### config.mk
export PLATFORM = sky130hd
export DESIGN_NAME = hack_multi_stream_loader
export DESIGN_NICKNAME = d
export VERILOG_FILES = /design/src/rtl/hack_multi_stream_loader.sv
export SDC_FILE = /design/constraint.sdc
export NUM_CORES = 1
export LEC_CHECK = 0
export CORE_MARGIN = 4
export CORE_UTILIZATION = 40
export DETAILED_ROUTE_END_ITERATION = 8
export PLACE_DENSITY = 0.75
export SYNTH_ARGS = -nofsm -noshare
export SYNTH_HDL_FRONTEND = slang
export SYNTH_SLANG_ARGS = --single-unit
export TNS_END_PERCENT = 1
### constraint.sdc
create_clock -name clk -period 2.15 [get_ports clk]
set_input_delay 0.645 -clock clk [delete_from_list [all_inputs] [get_ports clk]]
set_output_delay 0.645 -clock clk [all_outputs]
set_load 0.02 [all_outputs]
### src/rtl/hack_multi_stream_loader.sv
// Multi-target stream loader: synchronises an external sck/beat stream, assembles words and
// writes them to one of NUM_TARGETS memories. Optional running checksum under LOADER_CHECKSUM_EN.
module hack_multi_stream_loader #(
    parameter int DATA_WIDTH    = 16,
    parameter int IN_WIDTH      = 4,
    parameter int ADDRESS_WIDTH = 16,
    parameter int NUM_TARGETS   = 2,
    localparam int TSEL_W       = (NUM_TARGETS > 1) ? $clog2(NUM_TARGETS) : 1
) (
    input  logic                     clk,
    input  logic                     reset,
    input  logic                     load,
    input  logic [TSEL_W-1:0]        target_sel,
    input  logic [ADDRESS_WIDTH-1:0] base_address,
    input  logic [IN_WIDTH-1:0]      input_data,
    input  logic                     sck,
    output logic                     ack,
    output logic                     error,
    output logic [ADDRESS_WIDTH-1:0] words_written,
    input  logic [NUM_TARGETS-1:0]   mem_busy,
    input  logic [NUM_TARGETS-1:0]   mem_initialized,
    output logic [NUM_TARGETS-1:0]   mem_request,
    output logic [DATA_WIDTH-1:0]    output_data,
    output logic [ADDRESS_WIDTH-1:0] output_address,
    output logic [DATA_WIDTH-1:0]    checksum
);
    localparam int BEATS = DATA_WIDTH / IN_WIDTH;
    localparam int CNT_W = (BEATS > 1) ? $clog2(BEATS) : 1;

    typedef enum logic [2:0] {IDLE, COLLECT, REQ, WRITE, HALT} state_t;
    state_t state, state_next;

    logic                  sck_s1, sck_s2, sck_prev, beat_edge, was_loading;
    logic [IN_WIDTH-1:0]   data_s1, data_s2, beat;
    logic [TSEL_W-1:0]     tgt;
    logic [CNT_W-1:0]      beat_cnt;
    logic [DATA_WIDTH-1:0] word, assembled;
    logic [DATA_WIDTH+IN_WIDTH-1:0] shifted;
    logic [NUM_TARGETS-1:0] tgt_mask;
    logic load_start, tgt_ok, word_done, granted, ready, write_done, at_top, start_ok, ack_now;

    // The detected edge and its beat are registered together so data and strobe stay aligned.
    always_ff @(posedge clk) begin
        if (reset) begin
            sck_s1      <= 1'b0;
            sck_s2      <= 1'b0;
            sck_prev    <= 1'b0;
            beat_edge   <= 1'b0;
            data_s1     <= '0;
            data_s2     <= '0;
            beat        <= '0;
            was_loading <= 1'b0;
        end else begin
            sck_s1      <= sck;
            sck_s2      <= sck_s1;
            sck_prev    <= sck_s2;
            beat_edge   <= sck_s2 & ~sck_prev;
            data_s1     <= input_data;
            data_s2     <= data_s1;
            beat        <= data_s2;
            was_loading <= load;
        end
    end

    always_comb begin
        load_start = load & ~was_loading;
        tgt_ok     = int'({1'b0, target_sel}) < NUM_TARGETS;
        tgt_mask   = NUM_TARGETS'(1) << tgt;
        shifted    = {word, beat};
        assembled  = shifted[DATA_WIDTH-1:0];
        word_done  = beat_edge && (beat_cnt == CNT_W'(BEATS - 1));
        granted    = |(mem_request & mem_busy & tgt_mask);
        ready      = |(mem_initialized & ~mem_busy & tgt_mask);
        write_done = ~|(mem_busy & tgt_mask);
        at_top     = &output_address;
        start_ok   = (state == IDLE) && load_start;
        ack_now    = (state == WRITE) && write_done;
    end

    always_ff @(posedge clk) begin
        if (reset) state <= IDLE;
        else       state <= state_next;
    end

    always_comb begin
        state_next = state;
        unique case (state)
            IDLE:    if (load_start) state_next = tgt_ok ? COLLECT : HALT;
            COLLECT: if (!load) state_next = IDLE;
                     else if (word_done) state_next = REQ;
            REQ:     if (!load) state_next = IDLE;
                     else if (granted) state_next = WRITE;
            WRITE:   if (write_done) state_next = at_top ? HALT : (load ? COLLECT : IDLE);
            HALT:    if (!load) state_next = IDLE;
            default: state_next = IDLE;
        endcase
    end

    always_ff @(posedge clk) begin
        if (reset) begin
            ack            <= 1'b0;
            error          <= 1'b0;
            words_written  <= '0;
            mem_request    <= '0;
            output_data    <= '0;
            output_address <= '0;
            tgt            <= '0;
            beat_cnt       <= '0;
            word           <= '0;
        end else begin
            ack <= 1'b0;
            case (state)
                IDLE: if (load_start) begin
                    tgt            <= target_sel;
                    output_address <= base_address;
                    beat_cnt       <= '0;
                    words_written  <= '0;
                    error          <= ~tgt_ok;
                end
                COLLECT: if (load && beat_edge) begin
                    word <= assembled;
                    if (word_done) begin
                        output_data <= assembled;
                        beat_cnt    <= '0;
                    end else begin
                        beat_cnt <= beat_cnt + 1'b1;
                    end
                end
                REQ: begin
                    if (beat_edge) error <= 1'b1;
                    if (!load || granted) mem_request <= '0;
                    else if (ready)       mem_request <= tgt_mask;
                end
                WRITE: begin
                    if (beat_edge) error <= 1'b1;
                    if (write_done) begin
                        ack            <= 1'b1;
                        output_address <= output_address + 1'b1;
                        words_written  <= words_written + 1'b1;
                        if (at_top) error <= 1'b1;
                    end
                end
                default: ;
            endcase
        end
    end

`ifdef LOADER_CHECKSUM_EN
    always_ff @(posedge clk) begin
        if (reset || start_ok) checksum <= '0;
        else if (ack_now)      checksum <= checksum + output_data;
    end
`else
    assign checksum = '0;
`endif

endmodule

=== Yosys cells after proc, flatten, opt, wreduce, memory -nomap -nowiden ===
Cells that the tools add are included.

* Bits in registers: 87
* Input bits: 29
* Word-level logic and storage cells: 94

* $add $sub $neg: 3
* Equal/unequal tests: 11
* Shift-type cells: 1
* Muxes and demuxes: 28
* Bitwise operators: 11
* Reduce and logical (&&, ||, !) cells: 22

{| class="wikitable"
|+ Operators by type and width
! cell !! count
|-
| $mux W16 || 4
|-
| $pmux W16 S2 || 2
|-
| $add A16 B1 Y16 const B || 2
|-
| $mux W3 || 8
|-
| $reduce_and A16 Y1 || 1
|-
| $pmux W3 S5 || 1
|-
| $and A2 B2 Y2 || 5
|-
| $mux W2 || 5
|-
| $reduce_and A3 Y1 || 3
|-
| $ne A2 B2 Y1 const B || 4
|-
| $reduce_and A2 Y1 || 4
|-
| $reduce_or A2 Y1 || 4
|-
| $eq A3 B2 Y1 const B || 2
|-
| $mux W1 || 6
|-
| $ne A3 B3 Y1 const B || 2
|-
| $reduce_bool A2 Y1 || 3
|-
| $reduce_and A5 Y1 || 1
|-
| $pmux W2 S2 || 1
|-
| $eq A3 B1 Y1 const B || 1
|-
| $eq A3 B3 Y1 const B || 1
|-
| $logic_not A3 Y1 || 1
|-
| $not A1 Y1 || 3
|-
| $pmux W1 S3 || 1
|-
| $reduce_bool A3 Y1 || 1
|-
| 8 further kinds || 10
|}

=== Depth between registers and ports, before layout ===
Gate-level depths: netlist of run 1.

* Word-level depth: 6
* Gate-level depth with buffers: 7
* Depth with buffers taken out: 5

=== Worst setup path before layout of run 1 ===
No wires, ideal clock.

* Path kind: in2reg
* From: input load
* To: register words_written[14]
* Setup time: 0.070 ns
* Arrival: 2.011 ns
* Data required time: 2.080 ns
* Slack: 0.068 ns
* Stages on the path: 6
* Path buffers: 2
* Path through: buf_2 nor4b_4 a22oi_2 buf_6 or4_1 a21oi_1

* Cells in the longest elaborated chain, start to end: 3

{| class="wikitable"
|+ Ends and longest elaborated chain
! item !! line !! RTL
|-
| start, declared || 12 || <nowiki>input logic load,</nowiki>
|-
| $and A1 B1 Y1 || 66 || <nowiki>load_start = load & ~was_loading;</nowiki>
|-
| $ne A2 B2 Y1 (no source line) || -- ||
|-
| $reduce_and A3 Y1 (no source line) || -- ||
|-
| end signal, assigned || 139 || <nowiki>words_written <= words_written + 1'b1;</nowiki>
|-
| end, declared || 19 || <nowiki>output logic [ADDRESS_WIDTH-1:0] words_written,</nowiki>
|}

No other way between the ends.
A chain may end at the register's enable or synchronous reset.

=== Final worst setup path of run 1 ===
* From: register output_address[9]
* To: output output_address[9]

{| class="wikitable"
|+ RTL lines
! item !! line !! RTL
|-
| start, declared || 24 || <nowiki>output logic [ADDRESS_WIDTH-1:0] output_address,</nowiki>
|-
| start signal, assigned || 115 || <nowiki>output_address <= base_address;</nowiki>
|-
| start signal, assigned || 138 || <nowiki>output_address <= output_address + 1'b1;</nowiki>
|}

No word-level cell between the ends.

==> impl_summary.txt, run 1 <==
----------------------------------------------------
[Power]
  Cell area power density ... roughly 600 nW/um^2
  Total power consumption of the routed design ... about 3.2 mW
  Max VDD drop ... 0.3252 mV
  Leakage dissipation ... 2.115 nW

[Detailed routing]
  Detailed-route via count ... 3,688
  Drt total wl ... roughly 9900 um
  WL/cell ... 14.38 um
  Antenna Violating Nets Remaining ... 0
  Mean number of vias per cell ... roughly 5.3
  First-pass iteration count of the detailed router ... 4
  Drt initial violations ... approximately 240
  Number of remaining DRC errors ... 0

[Clock network]
  Clock sinks ... 87
  Clock root buffer master ... sky130_fd_sc_hd__clkbuf_8
  Clock transition time at the flip-flop clock pins of the worst setup and hold paths ... approximately 90 ps
  CTS max path bufs ... 2
  Clock latency at the later pin of the worst-skew pair ... approximately 360 ps
  Clock buffer count from CTS ... 9
  Hold-fix buffers at CTS ... 0
  H-tree level count ... 3
  CTS tree ... yes

[Timing]
  Setup repair after global routing missed its margin ... no
  Endpoints failing setup ... 0
  Final hold violation count ... 0
  Setup TNS ... 0 ps
  Clock Skew ... between 10 and 15 ps
  Part of the cycle the worst path needs ... between 90% and 100%
  Clock period minus final worst setup slack ... between 2000 and 2500 ps
  Count of pins over their slew limit ... 0
  Fmax ... 0.4750 GHz

[Worst setup path]
  Critical Path End Type ... primary output
  Critical Setup Path Class ... reg -> out
  Slowest cell on the critical path ... sky130_fd_sc_hd__clkdlybuf4s50_1
  Slowest Stage Delay on Critical Path ... between 600 and 700 ps
  Capture point of the worst reg-to-reg path ... state[2]$_SDFFE_PP0P_
  CP Max Fanout ... 6
  Arrival time of the worst setup path ... 1460 ps
  Crit Reg-Reg Startpoint ... output_address[0]$_SDFFE_PP0P_
  Worst setup slack for register-to-register paths ... 160 ps
  Critical path's top delay family ... buffers and inverters
  CP Launch Type ... flop
  Worst R2R Path Depth ... 5
  Worst endpoint required time ... approximately 1500 ps
  Sum of buffers and inverters on the critical path ... 1
  CP Cell Sequence ... clkdlybuf4s50_1

[Floorplanning]
  Starting density of the core ... about two fifths
  Placeable Area ... between 9000 and 10,000 sq um
  Die height ... between 100 and 150 um
  Number of top-level pins ... between 90 and 100
  Rows ... 36
  Overall die area ... 11,640 sq um
  Width of the die ... roughly 110 um

[Cells and area]
  Highest-count cells in the layout ignoring fill and taps ... sky130_fd_sc_hd__dfxtp_1 (86), sky130_fd_sc_hd__clkdlybuf4s50_1 (69), sky130_fd_sc_hd__nand2_1 (42), sky130_fd_sc_hd__a21oi_1 (42)
  Area delta synth->final ... 33.00%
  Antenna diode count ... 0
  Sequential standard cell area ... 1743 sq um
  Commonest non-fill, non-tap cell in the layout ... sky130_fd_sc_hd__dfxtp_1
  Fraction of final layout cells sized beyond drive strength 1 ... 11.29%
  FILL cells ... about 910
  Post-route insts no fill ... 691
  Util after Layout ... a little over half
  Layout net count ... 585
  Multi-input gate area in the final layout ... 2029 sq um

[Logic synthesis]
  Number of enable flip-flop cells after synthesis ... 0
  Leading area contributor after synthesis ... sky130_fd_sc_hd__dfxtp_1
  Avg Inst Size Synth ... approximately 8.7 sq um
  Most area-consuming cells after synthesis ... sky130_fd_sc_hd__dfxtp_1 (44%), sky130_fd_sc_hd__a21oi_1 (5.5%), sky130_fd_sc_hd__mux2i_1 (4.5%)
  Count of synthesis-stage warnings from yosys ... 0
  Register area share after synthesis ... 43.62%
  Most instantiated flip-flop cell in the synthesis netlist ... sky130_fd_sc_hd__dfxtp_1
  FF+latch count, synth ... 87
  Number of distinct library cells after synthesis ... 58
  Netlist Area Pre-Place ... approximately 4000 sq um
  Area share of the largest cell type after synthesis ... a little over two fifths
  Gate count after technology mapping ... approximately 460
  Share of async-settable or async-resettable flops after synthesis ... 0%

[Global routing]
  Initial antenna violation count ... 0
  Combined global-route utilization of all metal layers ... ~17%
  Vias in the first global route ... around 3,300
  Global-route wire length before repair ... between 15,000 and 20,000 um
  Maximum number of pins on one net before global-route repair ... 46
  Overall overflow remaining after global route ... 0

[Place]
  Count of input and output buffers ... 80
  Final HPWL DP ... a little over 7000 um
  Number of placed instances, taps included ... slightly below 700
  Routability congestion estimate ... about 0.8

[Min path]
  Hold worst-path end ... beat_edge$_SDFF_PP0_
  Launch instance of the worst min-delay path ... sck_prev$_SDFF_PP0_
  Hold Crit Class ... reg -> reg
  Cell count of the worst hold path ... 1

[Run]
  Maximum capacitance violations ... 0

[Status]
  Run status ... complete, no violations

----------------------------------------------------
-- worst max-delay path by stage --
stage	slack (ps)	cells after the start	start	endpoint
final	40	1	output_address[9]$_SDFFE_PP0P_	output_address[9]
after global routing	5	1	words_written[11]$_SDFFE_PP0P_	words_written[11]
after CTS	0.2	1	output_address[4]$_SDFFE_PP0P_	output_address[4]
after detailed placement	-300	6	load	words_written[7]$_SDFFE_PP0P_
after global placement	-270	6	load	words_written[14]$_SDFFE_PP0P_
after floorplan	70	6	load	words_written[14]$_SDFFE_PP0P_
-- cells in the mapped netlist, types with 3 or more instances --
library cell / instances
sky130_fd_sc_hd__nor2_1: 28
sky130_fd_sc_hd__and2_1: 8
sky130_fd_sc_hd__a21oi_1: 44
sky130_fd_sc_hd__nand2b_1: 3
sky130_fd_sc_hd__nand2_1: 42
sky130_fd_sc_hd__o211ai_1: 4
sky130_fd_sc_hd__a32o_1: 3
sky130_fd_sc_hd__a31oi_1: 6
sky130_fd_sc_hd__and4_1: 5
sky130_fd_sc_hd__ha_1: 3
sky130_fd_sc_hd__dfxtp_1: 87
sky130_fd_sc_hd__o31ai_1: 8
sky130_fd_sc_hd__nor2b_1: 18
sky130_fd_sc_hd__a22o_1: 3
sky130_fd_sc_hd__or4_1: 10
sky130_fd_sc_hd__buf_4: 17
sky130_fd_sc_hd__mux2i_1: 18
sky130_fd_sc_hd__or3_1: 7
sky130_fd_sc_hd__nand3_1: 27
sky130_fd_sc_hd__clkbuf_1: 22
sky130_fd_sc_hd__nor3_1: 6
sky130_fd_sc_hd__inv_1: 8
sky130_fd_sc_hd__buf_2: 6
sky130_fd_sc_hd__nand4_1: 10
sky130_fd_sc_hd__o21ai_0: 24
sky130_fd_sc_hd__and3_1: 3
-- registers in the layout, summed over array words and instances, names as in the netlist, 2 cells and up --
| signal | count |
|---|---|
| word | 12 |
| words_written | 16 |
| mem_request | 2 |
| data_s2 | 4 |
| output_data | 16 |
| beat | 4 |
| state | 3 |
| beat_cnt | 2 |
| output_address | 16 |
| data_s1 | 4 |
-- stage by stage --
| stage | hold slack (ps) | worst slack [ps] | instance area, sq um |
|---|---|---|---|
| 6_report | 393.2 | 44.55 | 5310 |
| 5_1_grt | 401.9 | 4.646 | 5310 |
| 4_1_cts | 397.5 | 0.1722 | 5269 |
| 3_5_place_dp | 383.8 | -299.0 | 5059 |
| 3_3_place_gp | 372.3 | -272.4 | 5059 |
| 2_1_floorplan | 367.4 | 68.28 | 4049 |
-- final cells by class --
type	instances	area share [%]
clock inverters	7	1.626
clock buffers	9	2.333
well taps	133	3.134
flip-flops and latches	87	32.82
inverters	8	0.5655
multi-input cells	334	38.22
repair buffers	113	21.30
-- where the power goes --
| part | total (mW) | leakage [nW] | internal [mW] | switching [mW] |
|---|---|---|---|---|
| combinational | 0.344 | 1.30 | 0.163 | 0.182 |
| sequential | 1.68 | 0.707 | 1.65 | 0.0358 |
| clock | 1.20 | 0.104 | 0.563 | 0.637 |
-- what timing repair did --
action,in CTS,in global routing
buffers inserted,0,0
setup endpoints to repair,0,18
resized for setup,0,15
-- logic make-up (layout without fill, tap and decap cells) --
logic type      Yosys count  count (layout)  synth area share, %
compound gates          116             116                18.46
simple gates            181             181                25.04
buf+inv                  55             137                7.333
mux                      18              18                4.513
other cells               1              16              0.09392
fa+ha+maj                 3               3               0.9402
flops                    87              87                43.62
-- layer usage --
metal  up-vias  track usage [%]  wire length [um]
li1       1830                -                 -
met1      1730            22.07              4429
met2       115            27.35              4830
met3        13            2.699               513
met4         0            7.574               166
met5         -                0                 0
Note: power is estimated with default switching activity, not from simulation.
==> run 2, diff against run 1 <==
--- a/config.mk
+++ b/config.mk
@@ -8,6 +8,7 @@
 export CORE_MARGIN = 4
 export CORE_UTILIZATION = 40
 export DETAILED_ROUTE_END_ITERATION = 8
+export HOLD_SLACK_MARGIN = 0.1
 export PLACE_DENSITY = 0.75
 export SYNTH_ARGS = -nofsm -noshare
 export SYNTH_HDL_FRONTEND = slang
==> constraint.sdc (replaced) <==
create_clock -name clk -period 2.15 [get_ports clk]
set_input_delay 0.645 -clock clk [delete_from_list [all_inputs] [get_ports clk]]
set_output_delay 0.645 -clock clk [all_outputs]
set_load 0.005 [all_outputs]
==> run 2 against run 1 <==
  * Highest routed layer unchanged
  * Worst hold slack got worse by 3.7 ps
  * Non-clock buffer count rose by 5
  * Final cell count rose by 0.72%
  * Clock power fell by 12%
  * Critical endpoint is now output_address[11]
  * Flip-flop and latch count did not move
  * Clock skew rose by 0.82 ps
  * Sequential share of layout area rose by 0.078 points
  * First-iteration DRC count fell by 9.7%
==> impl_summary.txt, run 2 (synthesized netlist as in run 1, its figures left out) <==
----------------------------------------------------
[Worst setup path]
  CP Cell Sequence ... clkdlybuf4s50_1 (unchanged)
  Worst endpoint required time ... 1500 ps (about the same)
  Slowest cell on the critical path ... sky130_fd_sc_hd__clkdlybuf4s50_1 (unchanged)
  Critical path's top delay family ... buffers and inverters (unchanged)
  Arrival time of the worst setup path ... 1440 ps (was 1460 ps)
  Sum of buffers and inverters on the critical path ... 1 (unchanged)
  CP Max Fanout ... 7 (was 6)
  Critical Setup Path Class ... reg -> out (unchanged)
  Critical Path End Type ... primary output (unchanged)
  CP Launch Type ... flop (unchanged)
  Slowest Stage Delay on Critical Path ... 570 ps (was 650 ps)

[Clock network]
  Clock sinks ... 87 (unchanged)
  Clock buffer count from CTS ... 9 (unchanged)
  Clock transition time at the flip-flop clock pins of the worst setup and hold paths ... 90 ps (about the same)
  Hold-fix buffers at CTS ... 0 (unchanged)
  CTS tree ... yes (unchanged)
  Clock root buffer master ... sky130_fd_sc_hd__clkbuf_8 (unchanged)
  CTS max path bufs ... 2 (unchanged)
  Clock latency at the later pin of the worst-skew pair ... 360 ps (about the same)
  H-tree level count ... 3 (unchanged)

[Place]
  Placed cell areas ... 5089 sq um (was 5059 sq um)
  Count of input and output buffers ... 80 (unchanged)
  Routability congestion estimate ... 0.8196 (was 0.8159)
  Final HPWL DP ... 7233 um (was 7082 um)
  Number of placed instances, taps included ... 679 (was 675)

[Timing]
  Clock Skew ... 12.34 ps (was 11.51 ps)
  Setup TNS ... 0 ps (unchanged)
  Setup repair after global routing missed its margin ... no (unchanged)
  Count of pins over their slew limit ... 0 (unchanged)
  Fmax ... 0.4801 GHz (was 0.4750 GHz)
  Clock period minus final worst setup slack ... 2083 ps (was 2105 ps)
  Smallest hold slack ... 389.5 ps (was 393.2 ps)
  Worst slew slack as a fraction of its limit ... 66.68%
  Endpoints failing setup ... 0 (unchanged)
  Final hold violation count ... 0 (unchanged)
  Part of the cycle the worst path needs ... 96.88% (was 97.93%)
  Transition time at the pin with the least slew margin ... about 500 ps

[Cells and area]
  Layout net count ... 590 (was 585)
  Post-route insts no fill ... 696 (was 691)
  Antenna diode count ... 0 (unchanged)
  Cell area after layout ... 5298 sq um (was 5310 sq um)
  Area delta synth->final ... 32.69% (was 33.00%)
  Commonest non-fill, non-tap cell in the layout ... sky130_fd_sc_hd__dfxtp_1 (unchanged)
  Fraction of final layout cells sized beyond drive strength 1 ... 12.08% (was 11.29%)
  Largest registers ... output_address x16, output_data x16, words_written x16 (unchanged)
  Highest-count cells in the layout ignoring fill and taps ... sky130_fd_sc_hd__dfxtp_1 (86), sky130_fd_sc_hd__clkdlybuf4s50_1 (78), sky130_fd_sc_hd__nand2_1 (42) (was sky130_fd_sc_hd__dfxtp_1 (86), sky130_fd_sc_hd__clkdlybuf4s50_1 (69), sky130_fd_sc_hd__nand2_1 (42), sky130_fd_sc_hd__a21oi_1 (42))

[Global routing]
  Combined global-route utilization of all metal layers ... 17.36% (was 16.86%)
  Overall overflow remaining after global route ... 0 (unchanged)
  Vias in the first global route ... 3,426 (was 3,333)
  Global-route wire length before repair ... 16,470 um (was 15,840 um)
  Maximum number of pins on one net before global-route repair ... 46 (unchanged)
  Initial antenna violation count ... 0 (unchanged)

[Power]
  Total power consumption of the routed design ... 3.061 mW (was 3.225 mW)
  Max VDD drop ... 0.3205 mV (was 0.3252 mV)
  Cell area power density ... 577.8 nW/um^2 (was 607.4 nW/um^2)
  Leakage dissipation ... 1.972 nW (was 2.115 nW)

[Floorplanning]
  Number of top-level pins ... 97 (unchanged)
  Rows ... 36 (unchanged)
  Width of the die ... 107.9 um (unchanged)
  Starting density of the core ... 41.04% (unchanged)
  Overall die area ... 11,640 sq um (unchanged)
  Placeable Area ... 9729 sq um (unchanged)
  Die height ... 107.9 um (unchanged)

[Detailed routing]
  WL/cell ... 14.46 um (was 14.38 um)
  Drt initial violations ... 213 (was 236)
  Antenna Violating Nets Remaining ... 0 (unchanged)
  Drt total wl ... 10,070 um (was 9939 um)
  First-pass iteration count of the detailed router ... 4 (unchanged)
  Number of remaining DRC errors ... 0 (unchanged)
  Mean number of vias per cell ... 5.328 (was 5.337)
  Detailed-route via count ... 3,708 (was 3,688)

[Status]
  Run status ... complete, no violations (unchanged)

[Min path]
  Hold Crit Class ... reg -> reg (unchanged)

[Run]
  Maximum capacitance violations ... 0 (unchanged)

----------------------------------------------------
## run 2: cell types whose count changed in the layout (fill, tap and decap cells not counted), sizes merged
cell | previous run | this run
dlymetal6s2s | 10 | 1
clkbuf | 9 | 10
clkdlybuf4s50 | 69 | 78
clkinv | 1 | 2
inv | 12 | 11
buf | 34 | 39
bufinv | 1 | 0
## run 2: power breakdown
group | total [mW] | switching, mW | internal, mW
registers | 1.68 | 0.0334 | 1.64
clock network | 1.06 | 0.621 | 0.437
logic | 0.325 | 0.150 | 0.175
total | 3.06 | 0.804 | 2.26
## run 2: cell type report
class                   instances  area, sq um
flip-flops and latches         87         1743
fillers                       945         4432
repair buffers                118         1146
clock buffers                  10        127.6
inverters                       8        30.03
clock inverters                 6        51.30
multi-input cells             334         2033
well taps                     133        166.4
## run 2: final timing paths
path	start	endpoint	slack, ps	cells after the start
worst min-delay path	sck_prev$_SDFF_PP0_	beat_edge$_SDFF_PP0_	390	1
worst max-delay path	output_address[11]$_SDFFE_PP0P_	output_address[11]	70	1
worst min register to register	sck_prev$_SDFF_PP0_	beat_edge$_SDFF_PP0_	390	1
worst max register to register	output_address[0]$_SDFFE_PP0P_	state[2]$_SDFFE_PP0P_	120	5
## run 2: repair_timing
item,CTS,global route
setup buffers,0,1
endpoints found under the setup margin,0,11
resized for setup,0,7
## run 2: metal layers
metal  GRT usage, %  vias up  part of all wire, %
met5              0        -                    0
met4          4.959        0                  1.3
met3          3.419       11                  5.1
met2          28.64      100                   48
met1          23.10     1750                   46
li1               -     1847                    -
## run 2: stage by stage
step / utilization, % / setup slack (ps)
after global placement: 52.30 / -275.1
after global routing: 54.45 / 1.046
after CTS: 54.14 / 47.17
final: 54.45 / 67.04
after detailed placement: 52.30 / -322.3
after floorplan: - / 68.28
